--- config.mk ---
export PLATFORM = sky130hd
export DESIGN_NAME = updown_gray_counter
export DESIGN_NICKNAME = d
export VERILOG_FILES = /design/src/rtl/updown_gray_counter.sv
export SDC_FILE = /design/constraint.sdc
export NUM_CORES = 1
export LEC_CHECK = 0
export CAP_MARGIN = 20
export CORE_AREA = 8 8 45 47
export CTS_BUF_LIST = sky130_fd_sc_hd__clkbuf_2 sky130_fd_sc_hd__clkbuf_4 sky130_fd_sc_hd__clkbuf_8
export DETAILED_ROUTE_END_ITERATION = 6
export DIE_AREA = 0 0 53 55
export HOLD_SLACK_MARGIN = 0.03
export PLACE_DENSITY_LB_ADDON = 0.08
export SYNTH_ARGS = -nofsm -noshare
export SYNTH_HDL_FRONTEND = slang
export SYNTH_SLANG_ARGS = --single-unit
export TNS_END_PERCENT = 10
--- constraint.sdc ---
create_clock -name CLK -period 5.6 [get_ports CLK]
set_clock_uncertainty 0.05 [all_clocks]
set_input_delay 1.68 -clock CLK [delete_from_list [all_inputs] [get_ports CLK]]
set_output_delay 1.68 -clock CLK [all_outputs]
set_load 0.02 [all_outputs]
--- src/rtl/updown_gray_counter.sv ---
// Parametrised up/down counter with a synchronous load, wrap or saturate at the end points,
// and Gray or binary coding on Y. It also exposes the next-state value and the chaining flags.
module updown_gray_counter #(
  parameter int unsigned WIDTH = 3,
  parameter bit          GRAY  = 1'b1
) (
  input  logic             CLK,
  input  logic             reset,
  input  logic             EN,
  input  logic             A,
  input  logic             SAT,
  input  logic             LOAD,
  input  logic [WIDTH-1:0] D,
  output logic [WIDTH-1:0] SF,
  output logic [WIDTH-1:0] SP,
  output logic [WIDTH-1:0] Y,
  output logic             TC,
  output logic             WRAP
);

  logic at_top;
  logic at_bot;

  assign at_top = (SP == '1);
  assign at_bot = (SP == '0);

  always_comb begin
    SF = SP;
    if (reset) begin
      SF = '0;
    end else if (LOAD) begin
      SF = D;
    end else if (EN) begin
      if (A) begin
        if (!(SAT && at_top)) SF = SP + WIDTH'(1);
      end else begin
        if (!(SAT && at_bot)) SF = SP - WIDTH'(1);
      end
    end
  end

  // TC ignores SAT. A saturating counter still reports that it sits at its end point.
  assign TC = EN & ~LOAD & ((A & at_top) | (~A & at_bot));

  always_ff @(posedge CLK) begin
    SP   <= SF;
    WRAP <= ~reset & TC & ~SAT;
  end

  always_comb begin
    if (GRAY) Y = SP ^ (SP >> 1);
    else      Y = SP;
  end

endmodule

### Word level (Yosys, flattened, before mapping)

Index checks and enable logic that the tools add are counted.

| word-level totals | value |
|---|---|
| input port bits | 9 |
| logic and storage cells | 26 |
| flip-flop bits (word level) | 4 |

| operators by class | value |
|---|---|
| reductions and logical operators | 3 |
| add/sub/neg operators | 2 |
| muxes and demuxes | 6 |
| equal/unequal tests | 1 |
| bitwise gates (word level) | 12 |

Operator list:

| cell | count |
|---|---|
| two-way mux 3 bit | 6 |
| bitwise AND 1 bit | 6 |
| inverter 1 bit | 4 |
| adder 3 x 1 -> 3 bit (second input constant) | 1 |
| equality test 3 bit (second input constant) | 1 |
| zero test 3 bit | 1 |
| subtractor 3 x 1 -> 3 bit (second input constant) | 1 |
| XOR 3 x 2 -> 3 bit | 1 |
| logical AND 1 bit | 2 |
| OR 1 bit | 1 |

### Logic depth before layout (Yosys ltp)

| logic depth | value |
|---|---|
| depth after elaboration | 7 |
| gate-level depth with buffers | 5 |

### Worst setup path after synthesis

No wires, ideal clock.

| timing | value |
|---|---|
| path kind | input to output |
| from | in EN |
| to | out SF[2] |
| arrival time | 2.770 ns |
| stages | 4 |
| slack | 1.100 ns |
| path buffers | 1 |
| required time | 3.870 ns |
| cell sequence | clkbuf_2 and4bb_2 a221oi_1 a221oi_1 |

| between the ends | value |
|---|---|
| longest elaborated chain between the ends | 3 |

RTL lines:

| element | line | text |
|---|---|---|
| start: declaration | 9 | `input logic EN,` |
| two-way mux 3 bit | 33 | `end else if (EN) begin` |
| two-way mux 3 bit | 31 | `end else if (LOAD) begin` |
| two-way mux 3 bit | 29 | `if (reset) begin` |
| end: declaration | 14 | `output logic [WIDTH-1:0] SF,` |

Every way passes these cells.

### Worst setup path after layout

| timing | value |
|---|---|
| from | in A |
| to | out SF[2] |

| between the ends | value |
|---|---|
| longest elaborated chain between the ends | 4 |

RTL lines:

| element | line | text |
|---|---|---|
| start: declaration | 10 | `input logic A,` |
| two-way mux 3 bit | 34 | `if (A) begin` |
| two-way mux 3 bit | 33 |  |
| two-way mux 3 bit | 31 |  |
| two-way mux 3 bit | 29 |  |

Every way passes these cells.

==> summary.txt <==
Setup path
  • CP max FO: 8
  • Worst path top cell family by delay: buffers and inverters
  • R2R depth: 5
  • Cell mode on critical path: clkdlybuf4s50_1
  • Worst path required time: 3.87 ns
  • Crit start category: primary input
  • Critical path arrival: 3.69 ns
  • Setup slack, reg-to-reg: 3.93 ns
  • Buf/Inv on CP: 2
  • Slowest cell delay on critical path: 0.67 ns
  • Endpoint type of the worst setup path: primary output
  • Worst path cell trace: clkdlybuf4s50_1 -> nand3_1 -> a31o_1 -> a221oi_1 -> clkdlybuf4s50_1
  • Critical path class: in2out
  • Crit-path slowest cell: clkdlybuf4s50_1
  • R2r endpoint: SP[2]
  • FF-to-FF Start: SP[1]

Final layout
  • Post-route cell area: 597 um^2
  • Nets: 79
  • Layout cells sized above 1: 9.38%
  • Most frequent cells in the layout: clkdlybuf4s50_1 (19), inv_1 (5), dfxtp_1 (4), ha_1 (4)
  • Area Growth Syn to Fin: 61.7%
  • Commonest non-fill, non-tap cell in the layout: clkdlybuf4s50_1
  • Final cell count without fillers: 80
  • Antenna diodes: 0
  • Fin util: 43.1%

Synth
  • Post-synth top area cell: dfxtp_1
  • Ys flop type: dfxtp_1
  • Mapped Cells: 43
  • Yosys top cell area share: 21.7%
  • Ys Warns: 0
  • Syn_nets: 56
  • Synth Register Bits: 4
  • Fraction of registers with async set/reset: 0%
  • EDFF count, synth: 0
  • Register area share after synthesis: 21.7%
  • Area contributors post-synth: dfxtp_1 (22%), ha_1 (14%), nand3b_1 (6.1%)
  • Synth unique cells: 27
  • Mapped Area: 369 um^2
  • Avg Inst Size Synth: 8.58 um^2

STA
  • Period utilization: 96.7%
  • Slew Limit Fails: 0
  • RSZ-0062 raised after global routing: no
  • Setup tns final: 0 ns
  • Fin crit period: 5.42 ns
  • Hold_ws: 0.658 ns
  • # setup viols final: 0
  • Fin worst setup slack: 0.185 ns
  • Worst slew pin tran: 0.307 ns
  • Rel. slew slack: 79.6%
  • Final Hold Viols: 0
  • Highest Clock Rate: 185 MHz

Clocking
  • Clock-pin slew on the worst setup and hold paths: 0.04 ns
  • Num CTS Buffers: 3
  • H-tree Lvls: 1
  • Sink Count: 4
  • Number of setup buffers added after CTS: 0
  • CTS Buffer Depth: 2
  • Post_cts resized: 0
  • CTS tree: done
  • Root Driver: clkbuf_4
  • CTS Hold Bufs: 0
  • Worst-Skew Late Latency: 0.24 ns

Hold path
  • Hold Path Stages: 2
  • Hold Startpoint: SP[1]
  • HP Class: reg2reg
  • WHS Endpoint: SP[1]

Detailed routing
  • Routed WL per cell: 14.0 um
  • Vias after detailed routing: 400
  • Vias per inst: 5.00
  • ANT nets after route: 0
  • Detailed Route Iter0 Violations: 17
  • First-pass DRT Iterations: 4
  • # DRC: 0
  • Routed WL: 1.12 mm

Power
  • Power density cells: 204 mW/mm^2
  • Lkg Pwr: 0.230 nW
  • Peak supply drop: 0.0000983 V
  • Power Total: 0.122 mW

Floorplan
  • Initial Utilization: 26.7%
  • I/O Pins: 20
  • Die height: 55 um
  • Rows: 14
  • Core region area: 0.00138 mm^2
  • DIE AREA: 0.00292 mm^2
  • Die W: 53 um

GRT
  • Top Usage Layer GRT: met2
  • Largest net degree at the start of global routing: 9
  • First-pass GRT wire length: 1.88 mm
  • Total track usage: 8.47%
  • Routing usage on met3: 4.55%
  • Met1 Track Usage GR: 9.28%
  • Number of global-route vias before repair: 463
  • Initial antenna violation count: 0
  • GRT overflow: 0
  • Met2 Usage GRT: 14.5%

Status
  • Status: completed

Run
  • Max-cap violations: 0

Placement
  • Placed cell count: 77
  • Placement Cell Area: 574 um^2
  • Pre-CTS setup slack: 0.197 ns
  • Final HPWL DP: 894 um
  • PortBufs: 19
  • Final Wtd Congestion: 0.731
[layer usage]
layer | wire length, um | share of wire (%)
met5 | 0 | 0
met3 | 99 | 8.8
met1 | 525 | 47
met4 | 0 | 0
met2 | 494 | 44
[Yosys cell counts (2+ instances only)]
| library cell | count |
|---|---|
| a31oi_1 | 3 |
| nand3b_1 | 3 |
| a221oi_1 | 2 |
| inv_1 | 5 |
| ha_1 | 4 |
| dfxtp_1 | 4 |
| nand2_1 | 2 |
[how the worst max path moves through the flow]
| stage | start | end | slack (ns) | cells past startpoint |
|---|---|---|---|---|
| 2_1_floorplan | EN | SF[2] | 1.10 | 4 |
| 3_3_place_gp | A | SF[1] | 0.20 | 5 |
| 3_5_place_dp | A | SF[2] | 0.20 | 5 |
| 4_1_cts | A | SF[1] | 0.19 | 5 |
| 5_1_grt | A | SF[2] | 0.02 | 5 |
| 6_report | A | SF[2] | 0.18 | 5 |
[tightest hold or removal path: cells and delay by family (launching register included)]
family             cells  cell delay, ns
AOI/OAI and AO/OA      2            0.30
DFF                    1            0.35
[power by group]
| group | leakage, nW | total [mW] | switching (mW) | internal (mW) |
|---|---|---|---|---|
| logic | 0.183 | 0.0514 | 0.0251 | 0.0263 |
| registers | 0.0330 | 0.0339 | 0.00322 | 0.0307 |
| clock network | 0.0138 | 0.0362 | 0.0122 | 0.0240 |
[layout make-up]
type / instances / area [um^2]
Fill cell: 150 / 787
Multi-Input combinational cell: 32 / 258
Inverter: 5 / 18.8
Tap cell: 16 / 20.0
Sequential cell: 4 / 80.1
Clock buffer: 3 / 22.5
Timing Repair Buffer: 20 / 198
[flip-flops by register name, indices dropped and copies added, names as in the netlist]
name and flops:
WRAP 1, SP 3
[kinds of logic (layout without fill, tap and decap cells)]
kind of cell	count (synthesis)	count (layout)	share of synthesized area [%]
simple gates	17	17	31.2
compound gates	10	10	22.7
buf+inv	7	28	8.47
fa+ha+maj	4	4	13.6
flops	4	4	21.7
xor+xnor	1	1	2.37
Power figures use the tool's default switching activity.
